$ cat config.mk
export PLATFORM = sky130hd
export DESIGN_NAME = r_pkt_fifo
export DESIGN_NICKNAME = d
export VERILOG_FILES = /design/src/rtl/r_fifo_pkg.sv /design/src/rtl/r_fifo_mem.sv /design/src/rtl/r_pkt_fifo.sv
export SDC_FILE = /design/constraint.sdc
export NUM_CORES = 1
export LEC_CHECK = 0
export CORE_ASPECT_RATIO = 0.75
export CORE_MARGIN = 8
export CORE_UTILIZATION = 45
export CTS_CLUSTER_DIAMETER = 50
export DETAILED_ROUTE_END_ITERATION = 8
export PLACE_DENSITY_LB_ADDON = 0.1
export SYNTH_ARGS = -nofsm -noshare
export SYNTH_HDL_FRONTEND = slang
export SYNTH_SLANG_ARGS = --single-unit
$ cat constraint.sdc
create_clock -name clk -period 9.75 [get_ports clk]
set_input_delay 1.95 -clock clk [delete_from_list [all_inputs] [get_ports clk]]
set_output_delay 1.95 -clock clk [all_outputs]
set_load 0.02 [all_outputs]
$ cat src/rtl/r_fifo_pkg.sv
// Shared defaults and packet-tracking state type for the packet FIFO.
package r_fifo_pkg;
    localparam int DATA_WIDTH_DEF = 8;
    localparam int LEN_LSB_DEF    = 2;

    typedef enum logic {
        IDLE   = 1'b0,
        IN_PKT = 1'b1
    } pkt_state_t;
endpackage

$ cat src/rtl/r_fifo_mem.sv
// 1-write/1-read register array with asynchronous read; contents are never reset.
module r_fifo_mem #(
    parameter int WIDTH = 9,
    parameter int DEPTH = 16,
    parameter int AW    = $clog2(DEPTH)
) (
    input  logic             clk,
    input  logic             wr_en,
    input  logic [AW-1:0]    wr_addr,
    input  logic [WIDTH-1:0] wr_data,
    input  logic [AW-1:0]    rd_addr,
    output logic [WIDTH-1:0] rd_data
);
    logic [WIDTH-1:0] mem_q [DEPTH];

    always_ff @(posedge clk) begin
        if (wr_en) mem_q[wr_addr] <= wr_data;
    end

    assign rd_data = mem_q[rd_addr];
endmodule

$ cat src/rtl/r_pkt_fifo.sv
// Packet FIFO: each entry carries a header marker; reads are tracked against the
// header length field to flag packet completion and framing errors.
module r_pkt_fifo
    import r_fifo_pkg::*;
#(
    parameter int DATA_WIDTH = DATA_WIDTH_DEF,
    parameter int DEPTH      = 16,
    parameter int LEN_LSB    = LEN_LSB_DEF,
    parameter int AFULL_LVL  = DEPTH - 2
) (
    input  logic                    clk,
    input  logic                    reset,
    input  logic                    soft_reset,
    input  logic                    write_enb,
    input  logic                    read_enb,
    input  logic                    lfd_state,
    input  logic [DATA_WIDTH-1:0]   data_in,
    output logic [DATA_WIDTH-1:0]   data_out,
    output logic                    full,
    output logic                    empty,
    output logic                    almost_full,
    output logic [$clog2(DEPTH):0]  count,
    output logic                    pkt_done,
    output logic                    ovf_err,
    output logic                    udf_err,
    output logic                    frm_err
);
    localparam int AW = $clog2(DEPTH);
    localparam int CW = AW + 1;
    localparam int LW = DATA_WIDTH - LEN_LSB;
    localparam int RW = LW + 1;
    localparam logic [CW-1:0] DEPTH_C = CW'(DEPTH);
    localparam logic [CW-1:0] AFULL_C = CW'(AFULL_LVL);

    logic [AW-1:0]         wr_ptr_q, wr_ptr_d, rd_ptr_q, rd_ptr_d;
    logic [CW-1:0]         count_q, count_d;
    logic [DATA_WIDTH-1:0] data_out_q, data_out_d;
    logic [RW-1:0]         rem_q, rem_d;
    pkt_state_t            state_q, state_d;
    logic                  pkt_done_q, pkt_done_d;
    logic                  ovf_q, ovf_d, udf_q, udf_d, frm_q, frm_d;
    logic                  wr_acc, rd_acc, rd_hdr;
    logic [DATA_WIDTH:0]   rd_word;
    logic [LW-1:0]         rd_len;

    assign full        = (count_q == DEPTH_C);
    assign empty       = (count_q == '0);
    assign almost_full = (count_q >= AFULL_C);
    assign wr_acc      = write_enb && !full;
    assign rd_acc      = read_enb && !empty;
    assign rd_hdr      = rd_word[DATA_WIDTH];
    assign rd_len      = rd_word[DATA_WIDTH-1:LEN_LSB];

    r_fifo_mem #(
        .WIDTH (DATA_WIDTH + 1),
        .DEPTH (DEPTH),
        .AW    (AW)
    ) u_mem (
        .clk     (clk),
        .wr_en   (wr_acc && !soft_reset),
        .wr_addr (wr_ptr_q),
        .wr_data ({lfd_state, data_in}),
        .rd_addr (rd_ptr_q),
        .rd_data (rd_word)
    );

    always_comb begin
        wr_ptr_d   = wr_ptr_q;
        rd_ptr_d   = rd_ptr_q;
        count_d    = count_q;
        data_out_d = data_out_q;
        rem_d      = rem_q;
        state_d    = state_q;
        pkt_done_d = 1'b0;
        ovf_d      = ovf_q;
        udf_d      = udf_q;
        frm_d      = frm_q;
        if (soft_reset) begin
            wr_ptr_d   = '0;
            rd_ptr_d   = '0;
            count_d    = '0;
            data_out_d = '0;
            rem_d      = '0;
            state_d    = IDLE;
        end else begin
            ovf_d   = ovf_q || (write_enb && full);
            udf_d   = udf_q || (read_enb && empty);
            count_d = count_q + CW'(wr_acc) - CW'(rd_acc);
            if (wr_acc) wr_ptr_d = wr_ptr_q + AW'(1);
            if (rd_acc) begin
                rd_ptr_d   = rd_ptr_q + AW'(1);
                data_out_d = rd_word[DATA_WIDTH-1:0];
                // rem counts payload plus the trailing parity byte
                if (rd_hdr) begin
                    if (state_q == IN_PKT) frm_d = 1'b1;
                    rem_d   = RW'(rd_len) + RW'(1);
                    state_d = IN_PKT;
                end else if (state_q == IDLE) begin
                    frm_d = 1'b1;
                end else if (rem_q == RW'(1)) begin
                    pkt_done_d = 1'b1;
                    rem_d      = '0;
                    state_d    = IDLE;
                end else begin
                    rem_d = rem_q - RW'(1);
                end
            end
        end
    end

    always_ff @(posedge clk) begin
        if (reset) begin
            wr_ptr_q   <= '0;
            rd_ptr_q   <= '0;
            count_q    <= '0;
            data_out_q <= '0;
            rem_q      <= '0;
            state_q    <= IDLE;
            pkt_done_q <= 1'b0;
            ovf_q      <= 1'b0;
            udf_q      <= 1'b0;
            frm_q      <= 1'b0;
        end else begin
            wr_ptr_q   <= wr_ptr_d;
            rd_ptr_q   <= rd_ptr_d;
            count_q    <= count_d;
            data_out_q <= data_out_d;
            rem_q      <= rem_d;
            state_q    <= state_d;
            pkt_done_q <= pkt_done_d;
            ovf_q      <= ovf_d;
            udf_q      <= udf_d;
            frm_q      <= frm_d;
        end
    end

    assign data_out = data_out_q;
    assign count    = count_q;
    assign pkt_done = pkt_done_q;
    assign ovf_err  = ovf_q;
    assign udf_err  = udf_q;
    assign frm_err  = frm_q;
endmodule
**After elaboration in Yosys (flattened, before gate mapping)**

Memories as Yosys holds them, arrays and structs flattened. A register that Yosys moved wholly into a read port is not among the register bits.
Index checks and enable logic that the tools add are counted.

- Add/sub/neg operators: 6
- Order comparisons: 1
- Equality and inequality tests: 4
- Mux-type cells: 14
- Bitwise operators: 3
- Reductions and logical operators: 16

Operators with widths:

| cell | count |
|---|---|
| $mux 7 | 3 |
| $mux 1 | 9 |
| $add 4x1->4 const B | 2 |
| $mux 4 | 2 |
| $add 6x1->7 const B | 1 |
| $eq 7x1->1 const B | 1 |
| $sub 7x1->7 const B | 1 |
| $add 5x1->5 | 1 |
| $eq 5x5->1 const B | 1 |
| $ge 5x4->1 const B | 1 |
| $logic_and 1x1->1 | 5 |
| $logic_not 5->1 | 1 |
| $reduce_or 5->1 | 1 |
| $sub 5x1->5 | 1 |
| $reduce_and 4->1 | 1 |
| $logic_not 1->1 | 3 |
| $not 1->1 | 3 |
| $logic_or 1x1->1 | 2 |
| $ne 2x1->1 const B | 1 |
| $ne 2x2->1 const B | 1 |
| $reduce_and 2->1 | 1 |
| $reduce_bool 2->1 | 1 |
| $reduce_or 2->1 | 1 |

- Bits in registers: 33
- Memory bits (writable): 144
- Input port bits: 14
- Output and inout port bits: 20
- Logic and storage cells: 55
- Memories: 1

Memory list:

| memory | depth | width | rd ports | clocked after Yosys merged registers in | write ports | RTL line | text |
|---|---|---|---|---|---|---|---|
| u_mem.mem_q | 16 | 9 | 1 | 1 | 1 | r_fifo_mem.sv:14 | `logic [WIDTH-1:0] mem_q [DEPTH];` |

**Logic depth before layout (Yosys ltp)**

- Depth in word-level cells: 6
- Gate-level depth with buffers: 19
- Depth with buffers taken out: 16

**By module**

Synthesis repeated with hierarchy kept, for this count alone.

- Cell total of the unflattened synthesis: 457
- Area total of the unflattened synthesis: 7332.0 um2

By module, submodules not included:

| module | times used | cells each | area each (um2) |
|---|---|---|---|
| r_fifo_mem | 1 | 245 | 5600.4 |
| r_pkt_fifo | 1 | 212 | 1731.7 |

**Worst setup path after synthesis**

Ideal clock, no wire load.

- Path kind: input-to-reg
- Start: in read_enb
- End: reg count_q[4], in the netlist count[4]
- Setup time: 0.128 ns
- Data arrival time: 4.128 ns
- Data required time: 9.622 ns
- Slack: 5.494 ns
- Stages: 16
- Buffers on the path: 3
- Cell sequence: nand2b_1 clkbuf_1 inv_1 clkbuf_1 buf_1 ha_1 inv_1 ha_1 inv_1 fa_1 inv_1 a21oi_1 nor2_1 nor2_1 xor2_1 nor2_1

- Longest elaborated chain between the ends: 2

Ends and longest elaborated chain:

| item | RTL line | text |
|---|---|---|
| from (decl) | r_pkt_fifo.sv:15 | `input logic read_enb,` |
| $logic_and 1x1->1 | r_pkt_fifo.sv:50 | `assign rd_acc = read_enb && !empty;` |
| named net rd_acc | r_pkt_fifo.sv:42 | `logic wr_acc, rd_acc, rd_hdr;` |
| $sub 5x1->5 | r_pkt_fifo.sv:88 | `count_d = count_q + CW'(wr_acc) - CW'(rd_acc);` |
| to (signal assigned) | r_pkt_fifo.sv:126 | `count_q <= count_d;` |
| to (decl) | r_pkt_fifo.sv:36 | `logic [CW-1:0] count_q, count_d;` |

The timed path passes the listed nets, and every way through them passes these cells.
A chain may end at the register's enable or synchronous reset.

**Final worst setup path**

- Start: in read_enb
- End: reg count_q[4], in the netlist count[4]

- Longest elaborated chain between the ends: 2

Ends and longest elaborated chain:

| item | RTL line |
|---|---|
| $logic_and 1x1->1 | r_pkt_fifo.sv:50 |
| $sub 5x1->5 | r_pkt_fifo.sv:88 |

Every way passes these cells.

==> reports/qor.csv <==
metric,value,unit
clock_skew,0.0115,ns
cts.repair.resized,0,
setup_violations,0,
outcome,finished clean,
cts_htree_levels,4,
antenna_left,0,
worst_hold_path.endpoint,data_out[0],
synth_cell_type_count,48,
fp.dieArea,21100,um^2
vdd_drop_max,133,uV
cts_made_buffers,17,
grt_pass1_wl,24800,um
p_leak,2.91,nW
antenna_cells,0,
period_share,44.6,%
fin_crit,4.34,ns
yosysSeqAreaShare,67.6,%
synth_edf_count,144,
avgViaCountPerCell,5.45,
endpoint_kind,register,
cts_tree,yes,
die_h,128,um
route.detailed.drc,0,
place_hpwl,10700,um
wl,16200,um
ff2ff_setup_slack,6.25,ns
hold_buffers,0,
cp.required,10.04,ns
clockBufferDepth,2,
ios,34,
nFillCells,1368,
r2r-start,count[2],
gp_congestion,0.790,
yosysWarnings,0,
first_pass_iters,4,
syn_area_per_cell,16.4,um^2
regToRegEndpoint,count[4],
grt_start_max_net_pins,40,
holdPathStages,2,
cap_violations,0,
cp_max_fo,21,
synthFlopType,edfxtp_1,
tightest_slew,1.10,ns
crit_type,primary input to register,
antenna_found_initial,1,
slew_viol_final,0,
clk_pin_slew,0.06,ns
arrival,4.64,ns
rsz0062_at_grt,false,
synthArstFlopShare,0,%
die_width,165,um
hp-start,data_out[0],
cts-root-buf,clkbuf_16,
rows,41,
grt_usage,16.4,%
hold_class,register to register,
syn_to_final_growth,16.5,%
syn_inst,456,
port_buffers,33,
core,16600,um^2
ys_seq_elements,181,
syn_nets,488,
overflow,0,
grt_pass1_vias,4119,
crit_path_start_kind,primary input,
clock_latency,0.43,ns
routedWlPerCell,22.1,um
drive_gt1_share,13.9,%
fin_tns_setup,0,ns
synth_area,7490,um^2
fmax,230,MHz
reg2reg_depth,16,
initial_core_util,45.2,%
num_vias,3993,
p_total,0.00194,W
max-slew-margin-rel,24.6,%
drt_iter0_markers,282,
nets,537,
clock_sinks,181,
hold_violations,0,
powerDensity,222,nW/um^2
post-cts-setup-buffer-count,0,
[per-stage QoR]
step	utilization (%)	cell area (um^2)	setup slack, ns	std cells	hold slack (ns)
floorplan	-	7490	5.49	456	0.468
global placement	48.8	8080	5.04	701	0.448
detailed placement	48.8	8080	4.98	701	0.451
CTS	52.6	8720	5.42	733	0.460
global route	52.6	8720	5.14	733	0.485
finish	52.6	8720	5.41	733	0.458
[sequential cells by signal, indices dropped and copies added (netlist names), named ones only]
| register | count |
|---|---|
| ovf_err | 1 |
| pkt_done | 1 |
| frm_err | 1 |
| udf_err | 1 |
| rem_q | 7 |
| data_out | 8 |
| u_mem.mem_q | 144 |
| count | 5 |
| state_q | 1 |
| rd_ptr_q | 4 |
| wr_ptr_q | 4 |
[where the power goes]
part | leakage (nW) | switching (W) | total, W | internal [W]
combinational | 0.997 | 0.000197 | 0.000350 | 0.000153
sequential | 1.60 | 0.0000196 | 0.000876 | 0.000857
clock | 0.317 | 0.000281 | 0.000712 | 0.000431
total | 2.91 | 0.000497 | 0.00194 | 0.00144
[final cells by class]
class	instances	area, um^2	share of cell area [%]
flip-flops and latches	181	5070	58.1
multi-input cells	238	2230	25.6
clock buffers	25	563	6.46
repair buffers	48	443	5.08
well taps	215	269	3.08
clock inverters	7	75.1	0.861
inverters	19	71.3	0.818
[placed cells by master (no fill, tap or decap), types with 16 or more instances in the layout]
cell / count
inv_1: 19
mux2i_1: 20
clkdlybuf4s50_1: 33
mux4_1: 18
clkbuf_16: 21
nand2_1: 29
a21oi_1: 16
mux4_2: 18
edfxtp_1: 144
ha_1: 17
dfxtp_1: 36
nor2_1: 40
[worst max-delay path by stage]
stage                         from       end  cells after the start
after floorplan           read_enb  count[4]                     16
after global placement    read_enb  count[4]                     14
after detailed placement  read_enb  count[4]                     14
after CTS                 read_enb  count[4]                     14
after global routing      read_enb  count[4]                     14
final                     read_enb  count[4]                     14
[metal layers]
layer | up-vias | wire length (um) | GRT usage [%]
li1 | 1861 | - | -
met1 | 2025 | 7910 | 24.0
met2 | 90 | 7090 | 23.1
met3 | 17 | 991 | 4.46
met4 | 0 | 214 | 5.55
met5 | - | 0 | 0
[worst max-delay path, cell delays in order]
cell and delay (ns):
clkdlybuf4s50_1 0.48, nand2b_1 0.22, inv_1 0.54, ha_1 0.35, inv_1 0.06, ha_1 0.16
inv_1 0.05, fa_1 0.40, inv_1 0.07, a21oi_1 0.05, nor2_1 0.08, nor2_1 0.05
xor2_1 0.12, nor2_1 0.05
[cell usage after synthesis, types with 4 or more instances]
cell	instances	area, um^2
mux4_2	18	405
xnor2_1	7	61.3
clkbuf_1	7	26.3
a31oi_1	4	25.0
xor2_1	9	78.8
ha_1	17	213
mux2i_1	20	200
nor3_1	8	40.0
inv_1	19	71.3
dfxtp_1	37	741
o21ai_0	4	20.0
a21oi_1	16	80.1
nor2_1	40	150
buf_2	6	30.0
nand2_1	29	109
edfxtp_1	144	4320
mux4_1	18	473
[kinds of logic after synthesis]
family	share of synthesized area (%)
compound gates	4.01
xor+xnor	1.87
fa+ha+maj	3.11
buf+inv	2.52
flops	67.6
mux	14.4
simple gates	6.45
Note: power is estimated with default switching activity, not from simulation.
